===== src/rtl/nibble_add_pkg.sv =====
// Package: nibble_add_pkg
// Shared types and constants for the nibble-serial adder.
//   state_t   : controller states IDLE / RUN / DONE
//   SLICE_W   : width of the single ripple-carry slice (one nibble)
//   idx_width : width of the nibble index counter, never narrower than 1 bit
package nibble_add_pkg;

    typedef enum logic [1:0] {
        IDLE,
        RUN,
        DONE
    } state_t;

    localparam int SLICE_W = 4;

    // $clog2(1) is 0, which would leave a single-nibble build without an index.
    function automatic int idx_width(input int nib);
        return (nib > 1) ? $clog2(nib) : 1;
    endfunction

endpackage


===== src/rtl/nibble_add_sequencer_add_nibble.sv =====
// Module: add_nibble
// Combinational 4-bit ripple-carry slice built from per-bit full adders.
// Ports:
//   x, y : nibble operands
//   ci   : carry into bit 0
//   s    : nibble sum
//   co   : carry out of bit 3
module add_nibble
    import nibble_add_pkg::*;
(
    input  logic [SLICE_W-1:0] x,
    input  logic [SLICE_W-1:0] y,
    input  logic               ci,
    output logic [SLICE_W-1:0] s,
    output logic               co
);

    logic [SLICE_W:0] c;

    assign c[0] = ci;

    for (genvar i = 0; i < SLICE_W; i++) begin : g_fa
        assign s[i]   = x[i] ^ y[i] ^ c[i];
        assign c[i+1] = (x[i] & y[i]) | (c[i] & (x[i] ^ y[i]));
    end

    assign co = c[SLICE_W];

endmodule


===== src/rtl/nibble_add_sequencer.sv =====
// Module: nibble_add_sequencer
// Multi-cycle WIDTH-bit adder that time-shares one 4-bit ripple slice, one
// nibble per cycle, LSB nibble first. Valid/ready handshakes on both sides;
// one operation in flight at a time.
// Optional feature: define NIBBLE_ADD_SUB_EN to add the `sub` port
// (a - b computed as a + ~b + 1).
// Ports:
//   clk, rst            : clock, synchronous active-high reset
//   in_valid / in_ready : operand handshake; a, b, cin (and sub) sampled on it
//   out_valid/out_ready : result handshake; sum, cout, ovf stable while valid
//   sum                 : WIDTH-bit result (modulo 2^WIDTH)
//   cout                : carry out of the MSB (for subtraction: 1 = no borrow)
//   ovf                 : two's-complement signed overflow
module nibble_add_sequencer
    import nibble_add_pkg::*;
#(
    parameter int WIDTH = 16
) (
    input  logic             clk,
    input  logic             rst,
    input  logic             in_valid,
    output logic             in_ready,
    input  logic [WIDTH-1:0] a,
    input  logic [WIDTH-1:0] b,
    input  logic             cin,
`ifdef NIBBLE_ADD_SUB_EN
    input  logic             sub,
`endif
    output logic             out_valid,
    input  logic             out_ready,
    output logic [WIDTH-1:0] sum,
    output logic             cout,
    output logic             ovf
);

    localparam int NIB   = WIDTH / SLICE_W;
    localparam int IDX_W = idx_width(NIB);
    localparam logic [IDX_W-1:0] LAST_IDX = IDX_W'(NIB - 1);

    state_t             state, state_nx;
    logic [IDX_W-1:0]   idx;
    logic [WIDTH-1:0]   a_r, b_r;
    logic               carry;
    logic [WIDTH-1:0]   b_eff;
    logic               cin_eff;
    logic               accept;
    logic               last;
    logic [SLICE_W-1:0] slice_x, slice_y, slice_s;
    logic               slice_co;

    // Effective B operand and carry-in, resolved at the input handshake.
    always_comb begin
        b_eff   = b;
        cin_eff = cin;
`ifdef NIBBLE_ADD_SUB_EN
        if (sub) begin
            b_eff   = ~b;
            cin_eff = 1'b1;
        end
`endif
    end

    assign in_ready  = (state == IDLE) & ~rst;
    assign out_valid = (state == DONE);
    assign accept    = in_valid & in_ready;
    assign last      = (idx == LAST_IDX);

    // The operand registers shift right one nibble per RUN cycle, so the
    // slice always sees the current nibble in bits [3:0].
    assign slice_x = a_r[SLICE_W-1:0];
    assign slice_y = b_r[SLICE_W-1:0];

    add_nibble u_slice (
        .x  (slice_x),
        .y  (slice_y),
        .ci (carry),
        .s  (slice_s),
        .co (slice_co)
    );

    // NOTE: next-state logic assigns its default first so no path leaves
    // state_nx unassigned, which would otherwise infer a latch.
    always_comb begin
        state_nx = state;
        unique case (state)
            IDLE:    if (accept)    state_nx = RUN;
            RUN:     if (last)      state_nx = DONE;
            DONE:    if (out_ready) state_nx = IDLE;
            default:                state_nx = IDLE;
        endcase
    end

    // NOTE: sequential state uses non-blocking assignments so every register
    // samples pre-edge values regardless of block ordering.
    always_ff @(posedge clk) begin
        if (rst) state <= IDLE;
        else     state <= state_nx;
    end

    always_ff @(posedge clk) begin
        if (rst) begin
            idx   <= '0;
            carry <= 1'b0;
            sum   <= '0;
            cout  <= 1'b0;
            ovf   <= 1'b0;
        end else begin
            unique case (state)
                IDLE: begin
                    if (accept) begin
                        idx   <= '0;
                        carry <= cin_eff;
                    end
                end
                RUN: begin
                    carry <= slice_co;
                    // Each slice result enters at the top; after NIB cycles
                    // nibble k has settled at sum[4k +: 4].
                    sum   <= (sum >> SLICE_W) | (WIDTH'(slice_s) << (WIDTH - SLICE_W));
                    if (last) begin
                        cout <= slice_co;
                        // On the last nibble bit 3 of each operand is its MSB.
                        ovf  <= (slice_x[SLICE_W-1] == slice_y[SLICE_W-1]) &
                                (slice_s[SLICE_W-1] != slice_x[SLICE_W-1]);
                    end else begin
                        idx <= idx + 1'b1;
                    end
                end
                default: ;
            endcase
        end
    end

    // NOTE: operand registers are pure datapath storage and are never read
    // before a handshake loads them, so they carry no reset.
    always_ff @(posedge clk) begin
        if (accept) begin
            a_r <= a;
            b_r <= b_eff;
        end else if (state == RUN) begin
            a_r <= a_r >> SLICE_W;
            b_r <= b_r >> SLICE_W;
        end
    end

endmodule

===== config.mk =====
export PLATFORM = sky130hd
export DESIGN_NAME = nibble_add_sequencer
export DESIGN_NICKNAME = d
export VERILOG_FILES = /design/src/rtl/nibble_add_pkg.sv /design/src/rtl/nibble_add_sequencer_add_nibble.sv /design/src/rtl/nibble_add_sequencer.sv
export SDC_FILE = /design/constraint.sdc
export NUM_CORES = 1
export LEC_CHECK = 0
export BUFFER_PORTS_ARGS = -buffer_cell sky130_fd_sc_hd__buf_2
export CORE_MARGIN = 8
export CORE_UTILIZATION = 40
export DETAILED_ROUTE_END_ITERATION = 16
export SYNTH_ARGS = -nofsm -noshare
export SYNTH_HDL_FRONTEND = slang
export SYNTH_SLANG_ARGS = --single-unit

===== constraint.sdc =====
create_clock -name clk -period 6.32 [get_ports clk]
set_clock_uncertainty 0.1 [all_clocks]
set_input_delay 0.316 -clock clk [delete_from_list [all_inputs] [get_ports clk]]
set_output_delay 0.316 -clock clk [all_outputs]
set_load 0.005 [all_outputs]

==> results of run 1 <==
==> cells in the mapped netlist (3+ instances only) <==
library cell,count
fa_1,4
buf_2,4
edfxtp_1,32
dfxtp_1,23
and2_1,8
nor3_1,3
clkbuf_1,5
nand2_1,102
inv_1,8
a21oi_1,19
nor2_1,3
==> worst max path at each step <==
| stage | endpoint | slack, ns | depth (start not counted) |
|---|---|---|---|
| 4_1_cts | ovf | 3.55 | 10 |
| 2_1_floorplan | ovf | 3.71 | 10 |
| 3_3_place_gp | b_r[12] | 3.48 | 4 |
| 3_5_place_dp | b_r[10] | 3.46 | 4 |
| 6_report | ovf | 3.58 | 10 |
| 5_1_grt | ovf | 3.47 | 10 |
==> worst max-delay path, delay by kind of cell (launching register included) <==
kind            cells  cell delay [ns]
fa+ha+maj           4             1.37
flops               1             0.41
simple gates        1             0.30
buf+inv             3             0.19
xor+xnor            1             0.16
compound gates      1             0.14
==> where the power goes <==
| group | switching [mW] | leakage, nW | internal (mW) |
|---|---|---|---|
| Combinational | 0.0482 | 0.671 | 0.0355 |
| Sequential | 0.0120 | 0.505 | 0.412 |
| Clock | 0.109 | 0.0536 | 0.104 |
==> registers in the layout, summed over array words and instances, names as in the netlist <==
signal and flops:
a_r 16, b_r 16, carry 1, cout 1, idx 2, ovf 1, state 2, sum 16
==> metal layers <==
layer / part of all wire / routed length, um / vias up / track usage
met4: 0.017 / 72 / 0 / 0.0483
met2: 0.49 / 2150 / 34 / 0.186
met1: 0.42 / 1840 / 728 / 0.110
met3: 0.065 / 281 / 7 / 0.0372
met5: 0 / 0 / - / 0
li1: - / - / 870 / -
==> final cells by class <==
type	instances	area share
Clock buffer	8	0.0371
Inverter	8	0.0109
Multi-Input combinational cell	159	0.294
Sequential cell	55	0.514
Tap cell	75	0.0340
Timing Repair Buffer	59	0.110
==> cell families (layout without fill, tap and decap cells) <==
logic type / Yosys count / count (layout) / synth area share
AND/OR/NAND/NOR: 126 / 126 / 0.231
adder cells (fa/ha/maj): 6 / 6 / 0.0446
AO/OA/AOI/OAI: 25 / 25 / 0.0605
buffers and inverters: 22 / 75 / 0.0531
flip-flops: 55 / 55 / 0.603
multiplexers: 1 / 1 / 0.00424
XOR/XNOR: 1 / 1 / 0.00371
==> impl_metrics.toml, run 1 <==
[layout]
area_delta_synth_final_pct = 17.1
final_common_cell = "nand2_1"
utilization = 0.475
fill_cells = 581
regArea_um2 = 1420
stdcell_count = 364
nNetsFinal = 331
multi_input_area_um2 = 812
drive_gt1_frac = 0.235
stdcell_area_um2 = 2760
layout_common_cells = "nand2_1 (102), buf_2 (56), edfxtp_1 (32)"
diodes = 0

[yosys]
netlist_instances = 236
syn_area_per_cell_um2 = 9.99
ys_warn_count = 0
syn_nets = 279
synthFlopType = "edfxtp_1"
yosysTopAreaCell = "edfxtp_1"
async_flop_share = 0
synthTopCellsByArea = "edfxtp_1 (41%), dfxtp_1 (20%), nand2_1 (16%), a21oi_1 (4.0%), fa_1 (3.4%)"
synth_top_area_frac = 0.407
ys_ff_latch = 55
netlist_area_um2 = 2360
ys_types = 29
synth_edf_count = 32
ys_seq_area_frac = 0.603

[clock_network]
clock-root-buffer = "clkbuf_8"
ctsResizeCount = 0
clock_sinks = 55
cts_max_level = 2
clk_pin_slew_ns = 0.09
numCtsBuffers = 5
cts_tree = "done"
clock_path_buffers = 2
worstSkewPairLatency_ns = 0.30
postCtsHoldBufs = 0
post_cts_buffers = 0

[floorplanning]
rows = 28
dieHeight_um = 92.8
coreArea_um2 = 5820
io-pin-count = 57
dieArea_um2 = 8610
start_util = 0.406
die_w_um = 92.8

[drt]
drt-total-wl_mm = 4.34
dr.pass1.iters = 4
ant_nets = 0
drt_first_iter_violations = 83
wl_per_cell_um = 11.9
viasPerCell = 4.50
drc = 0
vias = 1639

[global_route]
grt_max_degree = 34
grt_antenna_before_repair = 0
grt_pass1_wl_mm = 7.28
grt_usage = 0.106
grt-ovfl-total = 0
grt_pass1_vias = 1655

[worst_setup_path]
path_max_fanout = 2
end_kind = "flop"
rrSetupSlack_ns = 3.58
reg2regPathDepth = 10
slowest_delay_ns = 0.44
crit_slowest_cell = "fa_1"
worstReg2RegStart = "a_r[0]"
regToRegEndpoint = "ovf"
critPathLaunch = "a_r[0]"
worstSetupPathType = "reg2reg"
cp.arrival_ns = 2.87
worstPathRequired_ns = 6.45
cp_common_cell = "fa_1"
crit_chain = "fa_1 -> inv_1 -> fa_1 -> inv_1 -> fa_1 -> inv_1 -> fa_1 -> xor2_1 -> or3_1 -> a21oi_1"
startpoint_type = "flop"

[placed_design]
place_area_um2 = 2660
dp_slack_ns = 3.46
portBuffers = 56
hpwl_mm = 3.06
place_congestion = 0.696
placedCellCount = 356

[hold_path]
hp-start = "a[0]"
hp-class = "in2reg"
min_to = "a_r[0]"
min_path_cells = 3

[sta]
hold_viol = 0
fin_crit_sh = 0.434
finalSetupViolations = 0
finalSetupTns_ns = 0
fin_crit_ns = 2.74
fin_ws_ns = 3.58
relSlewSlack = 0.395
rsz0062_at_grt = "no"
max_freq_ghz = 0.365
max_slew.worst_pin.slew_ns = 0.908
fin_hold_ws_ns = 0.166
slew_violations = 0

[pwr]
vdd_drop_max_uv = 131
power.density_nw_per_um2 = 261
p_leak_nw = 1.23
power_mw = 0.722

[status]
outcome = "completed"

[flow_run]
maxCapViolCount = 0
Power figures use the tool's default switching activity.
==> inputs of run 2 (changes only) <==
- clock period: 6.32 -> 2.8 ns (I/O delays scaled with it)
==> run 2 against run 1 <==
Effect of this change: global-route usage up 1.2 points; largest power group unchanged; power up 140%; register-to-register slack worse by 3.5 ns; critical endpoint unchanged.
==> impl_metrics.toml, run 2 (synthesis gave the netlist of run 1 again) <==
[placed_design]
hpwl_mm = 3.11
dp_slack_ns = 0.0405
portBuffers = 56
place_congestion = 0.711
place_area_um2 = 2680

[sta]
fin_crit_ns = 2.74
hold_viol = 0
slew_violations = 0
fin_ws_ns = 0.0595
relSlewSlack = 0.527
max_slew.worst_pin.slew_ns = 0.707
fin_crit_sh = 0.979
max_freq_ghz = 0.365
rsz0062_at_grt = "yes"
finalSetupViolations = 0

[layout]
diodes = 0
top_regs = "a_r: 16 flops, b_r: 16 flops, sum: 16 flops"
fill_cells = 543
area_delta_synth_final_pct = 30.5
nNetsFinal = 361
stdcell_area_um2 = 3080
layout_common_cells = "nand2_1 (102), buf_2 (56), edfxtp_1 (32)"
final_common_cell = "nand2_1"
drive_gt1_frac = 0.241

[floorplanning]
rows = 28
start_util = 0.406
die_w_um = 92.8
dieHeight_um = 92.8
dieArea_um2 = 8610
io-pin-count = 57
coreArea_um2 = 5820

[worst_setup_path]
crit_chain = "fa_2 -> inv_2 -> fa_2 -> inv_2 -> fa_2 -> inv_2 -> fa_1 -> xor2_1 -> or3_1 -> a21oi_2"
crit_slowest_cell = "fa_1"
rrSetupSlack_ns = 0.06
reg2regPathDepth = 10
startpoint_type = "flop"
end_kind = "flop"
slowest_delay_ns = 0.45
path_max_fanout = 2
worstSetupPathType = "reg2reg"
cp.arrival_ns = 2.88
worstPathRequired_ns = 2.94

[global_route]
grt_pass1_vias = 1815
grt_pass1_wl_mm = 8.18
use_met3 = 0.0405
grt_most_used_layer = "met2"
grt_max_degree = 33
grt_usage = 0.117
grt-ovfl-total = 0
grt_antenna_before_repair = 0
grtUsageMet2 = 0.211
met1_usage = 0.124

[drt]
ant_nets = 0
viasPerCell = 4.58
dr.pass1.iters = 4
drc = 0
drt-total-wl_mm = 4.78
vias = 1806
wl_per_cell_um = 12.1
drt_first_iter_violations = 92

[clock_network]
clock_path_buffers = 2
cts_tree = "done"
clock-root-buffer = "clkbuf_8"
clock_sinks = 55
clk_pin_slew_ns = 0.10
numCtsBuffers = 5
worstSkewPairLatency_ns = 0.31
cts_max_level = 2

[hold_path]
min_path_cells = 3
hp-class = "in2reg"

[pwr]
p_leak_nw = 1.35
vdd_drop_max_uv = 226
power_mw = 1.71
power.density_nw_per_um2 = 557

[flow_run]
maxCapViolCount = 0

[status]
outcome = "completed"
[run 2: path summary, 6_finish.rpt]
path	start	to
worst max-delay path	b_r[0]	ovf
worst min-delay path	b[4]	b_r[4]
worst max register to register	b_r[0]	ovf
worst min register to register	sum[3]	sum[3]
[run 2: power breakdown]
group	switching [mW]	internal [mW]
logic	0.119	0.112
registers	0.0283	0.931
clock network	0.258	0.267
[run 2: metrics by stage]
step / hold WS, ns / TNS (ns) / cells / util
CTS: 0.000496 / 0 / 391 / 0.522
floorplan: 0.214 / 0 / 236 / -
global route: 0.00125 / -0.0645 / 394 / 0.529
detailed placement: 0.305 / 0 / 358 / 0.460
global placement: 0.303 / 0 / 358 / 0.460
finish: 0.00714 / 0 / 394 / 0.529
[run 2: worst max-delay path, delay by kind of cell (launching register included)]
family                   cells  cell delay [ns]
AO/OA/AOI/OAI                1             0.12
XOR/XNOR                     1             0.16
adder cells (fa/ha/maj)      4             1.35
buffers and inverters        3             0.16
flip-flops                   1             0.41
AND/OR/NAND/NOR              1             0.38
[run 2: routing by layer]
layer	share of wire	up-vias
li1	-	933
met1	0.42	826
met2	0.50	42
met3	0.065	5
met4	0.012	0
met5	0	-
[run 2: cell type report]
| class | instances | area (um^2) | share of cell area |
|---|---|---|---|
| flip-flops and latches | 55 | 1420 | 0.462 |
| clock inverters | 3 | 42.5 | 0.0138 |
| clock buffers | 5 | 68.8 | 0.0224 |
| well taps | 75 | 93.8 | 0.0305 |
| multi-input cells | 159 | 823 | 0.267 |
| inverters | 8 | 30.0 | 0.00976 |
| repair buffers | 89 | 598 | 0.194 |
[run 2: what timing repair did]
| action | in CTS | in global routing |
|---|---|---|
| gates resized for setup | 0 | 7 |
| setup endpoints to repair | 0 | 1 |
| hold endpoints to repair | 25 | 3 |
| hold buffers | 25 | 3 |
| setup buffers | 0 | 0 |
